$ cat config.mk
export PLATFORM = sky130hd
export DESIGN_NAME = bsg_dfi_fifo_cmd_decoder
export DESIGN_NICKNAME = d
export VERILOG_FILES = /design/src/rtl/bsg_dfi_fifo_cmd_decoder.sv
export SDC_FILE = /design/constraint.sdc
export NUM_CORES = 1
export LEC_CHECK = 0
export ABC_AREA = 0
export CAP_MARGIN = 40
export CORE_MARGIN = 1
export CORE_UTILIZATION = 26
export DETAILED_ROUTE_END_ITERATION = 10
export PLACE_DENSITY = 0.45
export SKIP_CTS_REPAIR_TIMING = 1
export SYNTH_ARGS = -nofsm -noshare
export SYNTH_HDL_FRONTEND = slang
export SYNTH_SLANG_ARGS = --single-unit
$ cat constraint.sdc
create_clock -name clk_i -period 7.7 [get_ports clk_i]
set_input_delay 1.54 -clock clk_i [delete_from_list [all_inputs] [get_ports clk_i]]
set_output_delay 1.54 -clock clk_i [all_outputs]
set_load 0.01 [all_outputs]
$ cat src/rtl/bsg_dfi_fifo_cmd_decoder.sv
`default_nettype none
// ============================================================================
//  Module   : bsg_dfi_fifo_cmd_decoder
//  Function : Decodes captured DFI commands into word-level memory requests,
//             tracks per-bank open rows and returns read bursts through a
//             credit-limited read buffer.
//             Optional macro: BSG_DFI_DECODE_BANK_CHECK_EN (bank-state check).
//  Revision : 1.0  initial release
// ============================================================================
module bsg_dfi_fifo_cmd_decoder #(
    parameter  int dq_data_width_p   = 32,
    parameter  int burst_len_p       = 2,
    parameter  int col_width_p       = 10,
    parameter  int row_width_p       = 16,
    parameter  int rd_credits_p      = 2,
    localparam int mem_addr_width_lp = 3 + row_width_p + col_width_p
) (
    input  logic                                               clk_i,
    input  logic                                               reset_n_i,
    input  logic                                               cmd_v_i,
    input  logic [25:0]                                        cmd_data_i,
    output logic                                               cmd_yumi_o,
    input  logic                                               wr_v_i,
    input  logic [2*dq_data_width_p+2*(dq_data_width_p>>3)-1:0] wr_data_i,
    output logic                                               wr_yumi_o,
    output logic                                               mem_v_o,
    output logic                                               mem_w_o,
    output logic [mem_addr_width_lp-1:0]                       mem_addr_o,
    output logic [2*dq_data_width_p-1:0]                       mem_data_o,
    output logic [2*(dq_data_width_p>>3)-1:0]                  mem_mask_o,
    input  logic                                               mem_ready_i,
    input  logic                                               mem_resp_v_i,
    input  logic [2*dq_data_width_p-1:0]                       mem_resp_data_i,
    output logic                                               rd_v_o,
    output logic [2*dq_data_width_p-1:0]                       rd_data_o,
    input  logic                                               rd_ready_i,
    output logic                                               error_o
);

    localparam int c_DATA_W = 2 * dq_data_width_p;
    localparam int c_MASK_W = 2 * (dq_data_width_p >> 3);
    localparam int c_BEAT_W = (burst_len_p > 1) ? $clog2(burst_len_p) : 1;
    localparam int c_PTR_W  = (rd_credits_p > 1) ? $clog2(rd_credits_p) : 1;
    localparam int c_CRED_W = $clog2(rd_credits_p + 1);

    typedef enum logic [1:0] {
        ST_IDLE  = 2'd0,
        ST_WRITE = 2'd1,
        ST_READ  = 2'd2
    } state_e;

    state_e r_state;
    state_e w_state_n;

    // Command field extraction
    logic [2:0]  w_bank;
    logic [15:0] w_addr;
    logic        w_cs_n;
    logic [2:0]  w_op;
    logic        w_is_act, w_is_pre, w_is_rd, w_is_wr;

    assign w_bank   = cmd_data_i[25:23];
    assign w_addr   = cmd_data_i[22:7];
    assign w_cs_n   = cmd_data_i[5];
    assign w_op     = cmd_data_i[4:2];
    assign w_is_act = ~w_cs_n & (w_op == 3'b011);
    assign w_is_pre = ~w_cs_n & (w_op == 3'b010);
    assign w_is_rd  = ~w_cs_n & (w_op == 3'b101);
    assign w_is_wr  = ~w_cs_n & (w_op == 3'b100);

    // Bank state and burst context
    logic [7:0]             r_bank_open;
    logic [row_width_p-1:0] r_bank_row [0:7];
    logic [2:0]             r_bank;
    logic [row_width_p-1:0] r_row;
    logic [col_width_p-1:0] r_col;
    logic [c_BEAT_W-1:0]    r_beat;
    logic [c_CRED_W-1:0]    r_credits;

    // Read buffer
    logic [c_DATA_W-1:0]    r_rdbuf [0:rd_credits_p-1];
    logic [c_PTR_W-1:0]     r_rd_wptr, r_rd_rptr;
    logic [c_CRED_W-1:0]    r_rd_count;
    logic                   r_error;

    logic w_cmd_yumi, w_mem_v, w_mem_w, w_wr_yumi;
    logic w_act_fire, w_pre_fire, w_burst_start, w_beat_inc, w_req;
    logic w_last, w_empty, w_full, w_enq, w_deq, w_ovf, w_bank_err;
    logic [col_width_p-1:0] w_beat_ext, w_col;

    assign w_last     = (r_beat == c_BEAT_W'(burst_len_p - 1));
    assign w_beat_ext = col_width_p'(r_beat);
    // Column wraps inside the row; it never carries into the row field.
    assign w_col      = r_col + w_beat_ext;

    always_ff @(posedge clk_i or negedge reset_n_i) begin
        if (!reset_n_i) begin
            r_state <= ST_IDLE;
        end else begin
            r_state <= w_state_n;
        end
    end

    always_comb begin
        w_state_n     = r_state;
        w_cmd_yumi    = 1'b0;
        w_mem_v       = 1'b0;
        w_mem_w       = 1'b0;
        w_wr_yumi     = 1'b0;
        w_act_fire    = 1'b0;
        w_pre_fire    = 1'b0;
        w_burst_start = 1'b0;
        w_beat_inc    = 1'b0;
        w_req         = 1'b0;
        case (r_state)
            ST_IDLE: begin
                if (cmd_v_i) begin
                    if (w_is_wr) begin
                        w_state_n     = ST_WRITE;
                        w_burst_start = 1'b1;
                    end else if (w_is_rd) begin
                        w_state_n     = ST_READ;
                        w_burst_start = 1'b1;
                    end else begin
                        w_cmd_yumi = 1'b1;
                        w_act_fire = w_is_act;
                        w_pre_fire = w_is_pre;
                    end
                end
            end
            ST_WRITE: begin
                w_mem_v = wr_v_i;
                w_mem_w = 1'b1;
                if (mem_ready_i && wr_v_i) begin
                    w_wr_yumi  = 1'b1;
                    w_beat_inc = 1'b1;
                    if (w_last) begin
                        w_cmd_yumi = cmd_v_i;
                        w_state_n  = ST_IDLE;
                    end
                end
            end
            ST_READ: begin
                w_mem_v = (r_credits != '0);
                if (w_mem_v && mem_ready_i) begin
                    w_req      = 1'b1;
                    w_beat_inc = 1'b1;
                    if (w_last) begin
                        w_cmd_yumi = cmd_v_i;
                        w_state_n  = ST_IDLE;
                    end
                end
            end
            default: w_state_n = ST_IDLE;
        endcase
    end

    // RD/WR are held at the FIFO head during the burst, so ACT/PRE only act in IDLE.
    always_ff @(posedge clk_i or negedge reset_n_i) begin
        if (!reset_n_i) begin
            r_bank_open <= '0;
            for (int i = 0; i < 8; i++) begin
                r_bank_row[i] <= '0;
            end
        end else begin
            if (w_act_fire) begin
                r_bank_open[w_bank] <= 1'b1;
                r_bank_row[w_bank]  <= w_addr[row_width_p-1:0];
            end
            if (w_pre_fire) begin
                if (w_addr[10]) begin
                    r_bank_open <= '0;
                end else begin
                    r_bank_open[w_bank] <= 1'b0;
                end
            end
        end
    end

    always_ff @(posedge clk_i or negedge reset_n_i) begin
        if (!reset_n_i) begin
            r_bank <= '0;
            r_row  <= '0;
            r_col  <= '0;
            r_beat <= '0;
        end else if (w_burst_start) begin
            r_bank <= w_bank;
            r_row  <= r_bank_row[w_bank];
            r_col  <= w_addr[col_width_p-1:0];
            r_beat <= '0;
        end else if (w_beat_inc) begin
            r_beat <= r_beat + 1'b1;
        end
    end

`ifdef BSG_DFI_DECODE_BANK_CHECK_EN
    assign w_bank_err = (r_state == ST_IDLE) & cmd_v_i &
                        ((((w_is_rd | w_is_wr) & ~r_bank_open[w_bank])) |
                         (w_is_act & r_bank_open[w_bank]));
`else
    assign w_bank_err = 1'b0;
`endif

    function automatic logic [c_PTR_W-1:0] f_ptr_next(input logic [c_PTR_W-1:0] p);
        return (p == c_PTR_W'(rd_credits_p - 1)) ? '0 : p + 1'b1;
    endfunction

    assign w_empty = (r_rd_count == '0);
    assign w_full  = (r_rd_count == c_CRED_W'(rd_credits_p));
    assign w_deq   = ~w_empty & rd_ready_i;
    // A slot freed by a same-cycle dequeue can take the incoming response.
    assign w_enq   = mem_resp_v_i & (~w_full | w_deq);
    assign w_ovf   = mem_resp_v_i & w_full & ~w_deq;

    always_ff @(posedge clk_i or negedge reset_n_i) begin
        if (!reset_n_i) begin
            r_rd_wptr  <= '0;
            r_rd_rptr  <= '0;
            r_rd_count <= '0;
            r_credits  <= c_CRED_W'(rd_credits_p);
            r_error    <= 1'b0;
        end else begin
            if (w_enq) begin
                r_rd_wptr <= f_ptr_next(r_rd_wptr);
            end
            if (w_deq) begin
                r_rd_rptr <= f_ptr_next(r_rd_rptr);
            end
            case ({w_enq, w_deq})
                2'b10:   r_rd_count <= r_rd_count + 1'b1;
                2'b01:   r_rd_count <= r_rd_count - 1'b1;
                default: r_rd_count <= r_rd_count;
            endcase
            case ({w_req, w_deq})
                2'b10:   r_credits <= r_credits - 1'b1;
                2'b01:   r_credits <= r_credits + 1'b1;
                default: r_credits <= r_credits;
            endcase
            r_error <= r_error | w_ovf | w_bank_err;
        end
    end

    always_ff @(posedge clk_i) begin
        if (w_enq) begin
            r_rdbuf[r_rd_wptr] <= mem_resp_data_i;
        end
    end

    logic w_unused;
    assign w_unused = ^{cmd_data_i[6], cmd_data_i[1:0], w_addr, r_bank_open};

    assign cmd_yumi_o = w_cmd_yumi & reset_n_i;
    assign wr_yumi_o  = w_wr_yumi;
    assign mem_v_o    = w_mem_v;
    assign mem_w_o    = w_mem_w;
    assign mem_addr_o = {r_bank, r_row, w_col};
    assign mem_data_o = (r_state == ST_WRITE) ? wr_data_i[c_DATA_W+c_MASK_W-1:c_MASK_W] : '0;
    assign mem_mask_o = (r_state == ST_WRITE) ? wr_data_i[c_MASK_W-1:0] : '0;
    assign rd_v_o     = ~w_empty;
    assign rd_data_o  = w_empty ? '0 : r_rdbuf[r_rd_rptr];
    assign error_o    = r_error;

endmodule
`default_nettype wire

# After elaboration in Yosys (flattened, before gate mapping)
# Memories as Yosys holds them, arrays and structs flattened.
# Index checks and enable logic that the tools add are counted.
# Widths: inputs -> output; s select.
[classes]
reduce_logical = 10
bitwise = 15
n_eq_ne = 14
mux = 46
n_lt_le_gt_ge = 2
add_sub_neg = 8
[op_table]
columns = ["cell", "n"]
rows = [
  ["$bwmux 128", 1],
  ["$mux 64", 2],
  ["$bmux 16 s3", 1],
  ["$demux 16 s3", 1],
  ["$mux 16", 3],
  ["$mux 1", 25],
  ["$mux 2", 6],
  ["$add 10x1->10", 1],
  ["$and 1x1->1", 8],
  ["$eq 2x2->1 const B", 4],
  ["$mux 8", 1],
  ["$pmux 2 s2", 2],
  ["$reduce_bool 2->1", 4],
  ["$eq 2x1->1 const B", 3],
  ["$eq 3x3->1 const B", 2],
  ["$ne 2x2->1 const B", 3],
  ["$pmux 2 s3", 1],
  ["$add 2x1->2 const B", 2],
  ["$ge 4x4->1 const B", 1],
  ["$logic_not 2->1", 2],
  ["$lt 4x1->1 const B", 1],
  ["$not 1->1", 4],
  ["$not 3->4", 1],
  ["$pmux 1 s2", 2],
  ["8 further kinds", 14],
]
[word_totals]
ff_bits = 167
inputBits = 169
elab_cells = 114
out_inout_bits = 171
mem_bits_rw = 128
n_memories = 1
[memory_table]
columns = ["memory", "words", "width", "read_ports", "rd_ports_with_merged_regs", "wr", "line_no", "rtl"]
rows = [
  ["r_rdbuf", 2, 64, 1, 0, 1, "81", "logic [c_DATA_W-1:0] r_rdbuf [0:rd_credits_p-1];"],
]

# Depth between registers and ports, before layout
# Gate-level depths: netlist of the first run.
[logic_depth]
depth_word = 7
ltp_mapped = 8
ltp_nobuf = 8

# Least setup slack after synthesis of the first run
# Ideal clock, no wire load.
[synth_path]
kind = "input port to flip-flop"
from = "input mem_resp_v_i"
to = "memory r_rdbuf[0][0] in the netlist's numbering (enable)"
setup_slack_ps = 2884
t_required_ps = 7214
stages = 2
arrival_ps = 4329
cell_sequence = "o31ai_1 -> nor2_1"
[synth_between]
elab_chain_cells = 3
[synth_rtl]
columns = ["item", "line_no", "rtl"]
rows = [
  ["start, declared", "32", "input logic mem_resp_v_i,"],
  ["$and 1x1->1", "212", "assign w_enq = mem_resp_v_i & (~w_full | w_deq);"],
  ["$mux 1", "244", "if (w_enq) begin"],
  ["$mux 1 (not written as such)", "245", "r_rdbuf[r_rd_wptr] <= mem_resp_data_i;"],
  ["end, declared", "81", ""],
]
# No other way between the ends.

# Worst setup path after layout of the first run
[layout_path]
from = "input wr_v_i"
to = "output cmd_yumi_o"
[layout_between]
elab_chain_cells = 4
[layout_rtl]
columns = ["item", "line_no", "rtl"]
rows = [
  ["start, declared", "23", "input logic wr_v_i,"],
  ["$logic_and 1x1->1", "134", "if (mem_ready_i && wr_v_i) begin"],
  ["$mux 1", "134", ""],
  ["$pmux 1 s3", "115", "case (r_state)"],
  ["$and 1x1->1", "252", "assign cmd_yumi_o = w_cmd_yumi & reset_n_i;"],
  ["end, declared", "22", "output logic cmd_yumi_o,"],
]
# No other way between the ends.

==> results of run 1 <==
==> flip-flops by register name, indices dropped and copies added, names as in the netlist <==
name,flops
r_bank_row,128
r_rdbuf,128
r_row,16
r_col,10
r_bank,3
r_credits,2
r_rd_count,2
r_state,2
error_o,1
r_beat,1
r_rd_rptr,1
r_rd_wptr,1
==> worst max-delay path, stage by stage <==
cell and delay, ps:
clkdlybuf4s50_1 580, nor2b_1 160, o2111ai_1 120, a211oi_1 250, clkdlybuf4s50_1 660
==> cell usage in the layout, fill, tap and decap left out, types with 3 or more instances in the layout <==
| master | Yosys | final |
|---|---|---|
| dfrtp_1 | 166 | 165 |
| and3_1 | 5 | 5 |
| clkbuf_8 | 0 | 7 |
| a21o_1 | 4 | 4 |
| nor2_2 | 2 | 3 |
| nand3_1 | 14 | 14 |
| mux2_2 | 119 | 119 |
| bufinv_16 | 0 | 4 |
| inv_1 | 7 | 7 |
| clkbuf_16 | 0 | 39 |
| buf_2 | 6 | 3 |
| a21oi_1 | 13 | 13 |
| a221oi_1 | 4 | 4 |
| edfxtp_1 | 128 | 128 |
| clkbuf_1 | 34 | 12 |
| a22oi_1 | 5 | 5 |
| mux4_2 | 10 | 10 |
| nor2_1 | 88 | 84 |
| a31oi_1 | 5 | 5 |
| buf_4 | 3 | 15 |
| clkdlybuf4s50_1 | 0 | 332 |
| nand2_1 | 60 | 60 |
| nor2_4 | 0 | 3 |
| a211oi_1 | 3 | 3 |
| mux2i_1 | 97 | 97 |
| nand2b_1 | 6 | 6 |
| o21ai_0 | 20 | 20 |
| o2bb2ai_1 | 4 | 4 |
| and2_1 | 73 | 73 |
| o211ai_1 | 7 | 7 |
| ha_1 | 7 | 6 |
| xnor2_1 | 8 | 8 |
| nor2b_1 | 11 | 11 |
| mux2_4 | 8 | 8 |
| xor2_1 | 6 | 6 |
==> cells by family after synthesis <==
| logic type | Yosys count | synth area share |
|---|---|---|
| muxes | 236 | 0.2062 |
| adders and majority gates | 7 | 0.006740 |
| buffers and inverters | 60 | 0.02022 |
| DFF | 295 | 0.6175 |
| AOI/OAI and AO/OA | 75 | 0.03755 |
| and+or+nand+nor | 269 | 0.1024 |
| xor gates and xnor gates | 14 | 0.009437 |
==> power by group through the flow <==
stage / logic (µW) / registers, µW / clock network [µW]
floorplan: 867 / 2130 / 0
detailed placement: 1840 / 2180 / 0
global route: 1960 / 2180 / 1920
CTS: 1840 / 2150 / 1860
finish: 1800 / 2150 / 1790
global placement: 1810 / 2170 / 0
==> per-layer routing <==
layer | vias up | part of all wire
li1 | 4115 | -
met1 | 4369 | 0.48
met2 | 208 | 0.44
met3 | 51 | 0.064
met4 | 10 | 0.015
met5 | - | 0.0015
==> through the flow <==
step	utilization	total power [µW]
2_1_floorplan	-	2994
3_3_place_gp	0.3479	3984
3_5_place_dp	0.3501	4014
4_1_cts	0.3758	5851
5_1_grt	0.3758	6068
6_report	0.3758	5744
==> Yosys cell counts, types with 2 or more instances <==
cell,n
a211oi_1,3
a21o_1,4
a21oi_1,13
a221oi_1,4
a22oi_1,5
a31oi_1,5
and2_1,73
and3_1,5
buf_1,8
buf_2,6
buf_4,3
clkbuf_1,34
dfrtp_1,166
edfxtp_1,128
ha_1,7
inv_1,7
mux2_1,2
mux2_2,119
mux2_4,8
mux2i_1,97
mux4_2,10
nand2_1,60
nand2b_1,6
nand3_1,14
nand4_1,2
nor2_1,88
nor2_2,2
nor2b_1,11
o211ai_1,7
o21a_1,2
o21ai_0,20
o22ai_1,2
o2bb2ai_1,4
xnor2_1,8
xor2_1,6
==> cell type report <==
cell class | instances | area share
clock inverters | 9 | 0.007926
repair buffers | 357 | 0.1942
clock buffers | 58 | 0.06049
inverters | 7 | 0.001423
multi-input cells | 601 | 0.2563
flip-flops and latches | 295 | 0.4346
well taps | 664 | 0.04498
==> final timing paths <==
kind,end,slack (ps),depth (start not counted)
worst min register to register,r_bank[0],480,2
worst min-delay path,r_bank[0],480,2
worst max-delay path,cmd_yumi_o,2850,5
min in group asynchronous,r_bank_row[120],930,1
max in group asynchronous,r_bank[1],5610,2
worst max register to register,r_bank_row[82],4540,7
==> impl_metrics.csv, run 1 <==
group,metric,value,unit
run_status,run_status,"completed",
clocking,clk_latency,540,ps
timing,slew_headroom,0.4188,
synthesis,synth_edf_count,128,
clocking,clock_sinks,295,
worst_setup_path,setup.worst_path.start_class,"input pin",
worst_setup_path,arrival,3310,ps
timing,hold-worst-slack,478.6,ps
worst_setup_path,worst_ep_required_time,6160,ps
floorplan,io_pins,340,
global_routing,grt_max_degree,131,
synthesis,syn_nets,1132,
pwr,switching_power,1699,µW
floorplan,dieWidth,225.6,µm
finish,fin_area,18470,µm²
worst_setup_path,worstSetupStartpoint,"wr_v_i",
timing,fin_skew,9.288,ps
pwr,max-vdd-ir-drop,0.0001540,V
global_routing,grt_pass1_wl,58730,µm
global_routing,grt_pass1_vias,9090,
timing,fin_ws,2849,ps
routing,drt_first_pass_iters,4,
placement,gp_congestion,0.7909,
global_routing,grt_usage,0.1540,
finish,antenna_cells,0,
pwr,switching_share,0.2958,
pwr,comb_power_share,0.314,
pwr,clkPwrFrac,0.312,
floorplan,core,49150,µm²
timing,finalHoldViolCount,0,
placement,preCtsSetupSlack,2831,ps
synthesis,yosys_warnings,0,
finish,instances_no_fill,1991,
clocking,clock_path_buffers,3,
synthesis,async_flop_share,0.5661,
timing,tightest_slew,864.4,ps
routing,ant_nets,0,
synthesis,ys_top_cells_by_area,"dfrtp_1, edfxtp_1, mux2_2",
pwr,p_per_area,311.0,nW/µm²
routing,vias,8753,
global_routing,use_met3,0.04263,
global_routing,met1_usage,0.2150,
timing,setup_viol,0,
pwr,leakage,0.007667,µW
routing,dr.first_iter.drc_count,343,
worst_setup_path,critical_path_class,"input pin to primary output",
job,max_cap_viol_count,0,
finish,seqCellArea,8028,µm²
synthesis,synth_cells,956,
worst_hold_path,min-delay-start,"r_bank[0]",
placement,postPlaceCellArea,17210,µm²
synthesis,yosys_register_bits,295,
clocking,htree_levels,2,
synthesis,yosysTopAreaCellShare,0.3197,
floorplan,dieArea,50870,µm²
floorplan,die_y,225.6,µm
timing,setup_tns,0,ps
clocking,cts_tree,"built",
placement,place_hpwl,26410,µm
global_routing,antenna_found_initial,5,
floorplan,rows,81,
clocking,cts_buffers,37,
routing,post-route-drc-count,0,
pwr,intPower,4045,µW
worst_hold_path,hold_class,"flip-flop to flip-flop",
finish,drive_gt1_frac,0.1718,
worst_setup_path,reg2reg_from,"r_state[0]",
placement,place_inst,1924,
synthesis,synth_top_area_cell,"dfrtp_1",
timing,max_freq,0.2061,GHz
clocking,clock-root-buffer,"clkbuf_16",
timing,finalMaxSlewViolations,0,
finish,fillers,4751,
finish,multi_input_area,4735,µm²
floorplan,start_util,0.2644,
finish,nets,1475,
synthesis,netlist_area,12990,µm²
global_routing,top_usage_layer,"met2",
clocking,path_clk_slew,60,ps
routing,wl,39140,µm
placement,port_buffers,336,
synthesis,synth_ff_type,"dfrtp_1",
timing,finalCriticalPeriod,4851,ps
synthesis,postSynthAreaPerCell,13.59,µm²
synthesis,synth_cell_type_count,52,
routing,via_per_inst,4.396,
global_routing,overflow,0,
worst_setup_path,worstPathMaxFanout,4,
timing,post-route-period-util,0.6300,
finish,area_growth,42.15,%
pwr,pwr-share-seq,0.374,
global_routing,use_met2,0.2343,
routing,wl_per_cell,19.66,µm
worst_setup_path,end_kind,"primary output",
synthesis,ys_seq_area_frac,0.6175,
timing,rsz0062_at_grt,"false",
No activity file was read; power rests on OpenSTA's default activity.
==> inputs of run 2 (changes only) <==
Clock period 7.7 ns to 4.9 ns, I/O delays scaled along.
==> run 2 against run 1 <==
Effect of this change: cell area decreased by 0.41%; largest power group unchanged; sequential share of layout area increased by 0.18 points; routed wire length decreased by 1.3%; largest cell class unchanged; count of clock-buffer cells in the layout decreased by 6; register-to-register slack got worse by 2500 ps; global-route usage about the same.
==> impl_metrics.csv, run 2 (synthesis gave the netlist of run 1 again) <==
group,metric,value,unit
timing,setup_tns,0,ps
worst_setup_path,end_kind,"primary output",
worst_hold_path,holdPathStages,1,
finish,final_cell_mix,"clkdlybuf4s50_1, dfrtp_1, edfxtp_1",
finish,instances_no_fill,1996,
floorplan,rows,81,
clocking,clock-root-buffer,"clkbuf_16",
worst_setup_path,worstPathMaxFanout,41,
worst_setup_path,path_depth,4,
placement,place_inst,1932,
worst_setup_path,worst_ep_required_time,3920,ps
global_routing,grt_max_degree,65,
clocking,htree_levels,2,
routing,post-route-drc-count,0,
run_status,run_status,"completed",
timing,setup_viol,0,
finish,reg_top3,"r_bank_row x128, r_rdbuf x128, r_row x16",
placement,port_buffers,336,
worst_setup_path,crit_buf_inv,2,
worst_setup_path,slowest_delay,920,ps
routing,drt_first_pass_iters,4,
timing,rsz0062_at_grt,"false",
routing,dr_wl_met3,2709,µm
clocking,cts_tree,"built",
clocking,clock_sinks,295,
finish,multi_input_area,4735,µm²
routing,wl_met2,17380,µm
finish,nets,1482,
timing,finalMaxSlewViolations,0,
floorplan,dieArea,50870,µm²
clocking,cts_buffers,36,
pwr,max-vdd-ir-drop,0.0002527,V
floorplan,start_util,0.2644,
global_routing,overflow,0,
worst_setup_path,cp_cell_sequence,"buf_4 > mux2i_1 > nor2_1 > clkdlybuf4s50_1",
timing,finalHoldViolCount,0,
worst_setup_path,critical_path_class,"flip-flop to primary output",
worst_setup_path,setup.worst_path.start_class,"flip-flop",
routing,vias,8776,
clocking,clock_path_buffers,3,
clocking,clk_latency,520,ps
finish,fillers,4769,
floorplan,dieWidth,225.6,µm
timing,finalCriticalPeriod,3754,ps
worst_setup_path,rrSetupSlack,2030,ps
routing,ant_nets,0,
worst_setup_path,critPathTopFamily,"buffers and inverters",
routing,maxUsedRoutingLayer,"met5",
pwr,leakage,0.007642,µW
worst_setup_path,crit_slowest_cell,"dfrtp_4",
global_routing,grt_usage,0.1535,
timing,tightest_slew,854.1,ps
global_routing,antenna_found_initial,9,
timing,slew_headroom,0.4258,
timing,max_freq,0.2664,GHz
global_routing,grt_pass1_vias,9251,
clocking,path_clk_slew,60,ps
timing,post-route-period-util,0.7662,
routing,wl_met1,17850,µm
routing,dr.first_iter.drc_count,405,
job,max_cap_viol_count,0,
routing,via_per_inst,4.397,
routing,wl_per_cell,19.36,µm
finish,final_common_cell,"clkdlybuf4s50_1",
finish,seqCellArea,8028,µm²
placement,gp_congestion,0.7942,
floorplan,io_pins,340,
placement,place_hpwl,26480,µm
floorplan,core,49150,µm²
worst_hold_path,hold_class,"flip-flop to flip-flop",
finish,area_growth,41.57,%
worst_setup_path,reg2regPathDepth,7,
pwr,p_per_area,474.7,nW/µm²
routing,wl,38640,µm
finish,drive_gt1_frac,0.1766,
global_routing,grt_pass1_wl,58560,µm
floorplan,die_y,225.6,µm
worst_setup_path,arrival,2770,ps
timing,fin_skew,12.50,ps
==> run 2: cell types whose count changed in the layout (fill, tap and decap cells not counted), moves of 2 or more <==
| cell | delta |
|---|---|
| buf_4 | +9 |
| bufinv_16 | -3 |
| clkbuf_1 | -3 |
| clkbuf_16 | -2 |
| clkinv_2 | +4 |
==> run 2: path summary, 6_finish.rpt <==
kind,start,endpoint
setup / recovery,r_rd_rptr,rd_data_o[45]
hold / removal,error_o,error_o
setup reg to reg,r_state[1],r_bank_row[115]
hold reg to reg,error_o,error_o
max in group asynchronous,reset_n_i,r_rd_rptr
min in group asynchronous,reset_n_i,r_bank_row[109]
==> run 2: final cells by class <==
| class | count | area share |
|---|---|---|
| clock inverters | 11 | 0.004557 |
| clock buffers | 52 | 0.05666 |
| well taps | 664 | 0.04516 |
| diodes | 1 | 0.0001360 |
| flip-flops and latches | 295 | 0.4364 |
| multi-input cells | 601 | 0.2574 |
| repair buffers | 365 | 0.1983 |
| inverters | 7 | 0.001428 |
==> run 2: metrics by stage <==
| step | hold slack (ps) | utilization | worst slack [ps] | total power, µW | cell area (µm²) |
|---|---|---|---|---|---|
| global placement | 460.1 | 0.3489 | 1141 | 6263 | 17150 |
| floorplan | 452.3 | - | 644.3 | 4705 | 12990 |
| global route | 512.3 | 0.3742 | 992.6 | 9255 | 18390 |
| finish | 469.7 | 0.3742 | 1146 | 8732 | 18400 |
| detailed placement | 465.3 | 0.3513 | 1146 | 6313 | 17270 |
| CTS | 478.1 | 0.3742 | 1063 | 8918 | 18390 |
==> run 2: where the power goes <==
part           total, µW  leakage [µW]  internal (µW)  switching (µW)
Combinational       2810       0.00365           1510            1300
Sequential          3400       0.00343           3090             309
Clock               2530      0.000555           1530            1000
==> run 2: layer usage <==
metal	track usage	vias up
met1	0.2082	4365
met5	0	-
met4	0.03950	14
li1	-	4129
met3	0.04185	55
met2	0.2406	213
==> inputs of run 3 (changes only) <==
Settings changed: PLACE_DENSITY 0.45 to 0.47.
Clock period 4.9 ns to 3.3 ns, I/O delays scaled along.
==> run 3 against run 2 <==
Effect of this change: die area unchanged; non-clock buffer count up 9; setup slack got worse by 970 ps; sequential power is 45% higher; total power is 52% higher; clock power increased by 56%; routed wire length fell by 0.29%; sequential share of layout area down 0.46 points; cell count rose by 0.40%; global-route usage is 0.19 points lower; register-to-register slack worse by 1300 ps; utilization rose by 0.39 points; largest power group unchanged.
==> impl_metrics.csv, run 3 (synthesis gave the netlist of run 1 again) <==
group,metric,value,unit
timing,post-route-period-util,0.9477,
worst_setup_path,worstPathMaxFanout,4,
clocking,clock-root-buffer,"clkbuf_16",
global_routing,grt_usage,0.1516,
timing,hold-worst-slack,275.7,ps
timing,slew_headroom,0.5446,
clocking,clock_path_buffers,3,
clocking,path_clk_slew,60,ps
floorplan,die_y,225.6,µm
routing,via_per_inst,4.430,
floorplan,dieWidth,225.6,µm
routing,wl_met2,17210,µm
clocking,htree_levels,2,
floorplan,io_pins,340,
pwr,p_total,13240,µW
timing,setup_viol,0,
worst_setup_path,setup.worst_path.start_class,"flip-flop",
finish,antenna_cells,0,
worst_setup_path,worst_ep_required_time,2640,ps
routing,wl,38530,µm
clocking,cts_tree,"built",
clocking,clock_sinks,295,
worst_setup_path,arrival,2470,ps
finish,reg_top3,"r_bank_row x128, r_rdbuf x128, r_row x16",
timing,finalMaxSlewViolations,0,
pwr,leakage,0.007749,µW
routing,post-route-drc-count,0,
run_status,run_status,"completed",
timing,rsz0062_at_grt,"false",
placement,port_buffers,336,
timing,fin_skew,14.32,ps
clocking,clk_latency,540,ps
timing,finalCriticalPeriod,3128,ps
clocking,cts_buffers,37,
placement,gp_congestion,0.7698,
finish,fin_area,18590,µm²
global_routing,overflow,0,
routing,wl_per_cell,19.23,µm
finish,final_common_cell,"clkdlybuf4s50_1",
worst_setup_path,end_kind,"primary output",
worst_setup_path,cp_cell_sequence,"ha_1 > nand4_1 > nor2_1 > xor2_1 > clkdlybuf4s50_1",
worst_setup_path,rrSetupSlack,770,ps
finish,nets,1492,
pwr,max-vdd-ir-drop,0.0003628,V
routing,maxUsedRoutingLayer,"met5",
placement,postPlaceCellArea,17400,µm²
finish,multi_input_area,4742,µm²
finish,fillers,4752,
floorplan,core,49150,µm²
worst_hold_path,hold_class,"input pin to async pin",
finish,area_growth,43.06,%
floorplan,start_util,0.2644,
routing,dr_wl_met3,2530,µm
pwr,p_per_area,712.2,nW/µm²
worst_setup_path,critical_path_class,"flip-flop to primary output",
routing,dr.first_iter.drc_count,352,
floorplan,rows,81,
timing,max_freq,0.3197,GHz
global_routing,grt_max_degree,73,
placement,place_hpwl,26710,µm
floorplan,dieArea,50870,µm²
timing,tightest_slew,683.1,ps
global_routing,grt_pass1_wl,57840,µm
global_routing,antenna_found_initial,3,
routing,ant_nets,0,
finish,final_cell_mix,"clkdlybuf4s50_1, dfrtp_1, edfxtp_1",
finish,post-route-util,0.3782,
routing,drt_first_pass_iters,4,
worst_setup_path,slowest_delay,640,ps
global_routing,grt_pass1_vias,8946,
routing,vias,8877,
routing,wl_met1,18070,µm
worst_setup_path,crit_slowest_cell,"clkdlybuf4s50_1",
job,max_cap_viol_count,0,
finish,drive_gt1_frac,0.1813,
finish,seqCellArea,8028,µm²
timing,finalHoldViolCount,0,
run 3: critical path, delay by kind of cell (launching register included):
| family | cells | cell delay, ps |
|---|---|---|
| buffers and inverters | 1 | 640 |
| flip-flops | 1 | 490 |
| AND/OR/NAND/NOR | 2 | 360 |
| adder cells (fa/ha/maj) | 1 | 270 |
| XOR/XNOR | 1 | 160 |
run 3: worst paths after layout:
path / startpoint / end / cells after the start
setup / recovery: r_beat / mem_addr_o[9] / 5
min in group clk_i: error_o / error_o / 1
setup reg to reg: r_state[0] / r_bank_row[82] / 7
max in group asynchronous: reset_n_i / r_bank_row[12] / 4
hold reg to reg: error_o / error_o / 1
hold / removal: reset_n_i / r_col[8] / 2
run 3: where the power goes:
group	leakage, µW	switching, µW	internal, µW
clock	0.000566	1540	2410
sequential	0.00343	336	4580
combinational	0.00375	2090	2280
run 3: through the flow:
stage	worst slack [ps]	std cells	TNS, ps
floorplan	-635.7	956	-81370
global placement	41.10	1940	0
detailed placement	101.2	1941	0
CTS	-37.54	2004	-37.54
global route	32.79	2004	0
finish	172.5	2004	0
run 3: metal layers:
layer,up-vias,global-route usage
met5,-,0
met4,4,0.04191
met3,50,0.04055
met2,216,0.2305
met1,4457,0.2112
li1,4150,-
run 3: final cells by class:
class | instances | area share
clock inverter | 8 | 0.005452
multi-input combinational | 601 | 0.2551
timing repair buffer | 374 | 0.2036
inverter | 7 | 0.001413
sequential | 295 | 0.4318
clock buffer | 55 | 0.05788
tap | 664 | 0.04469
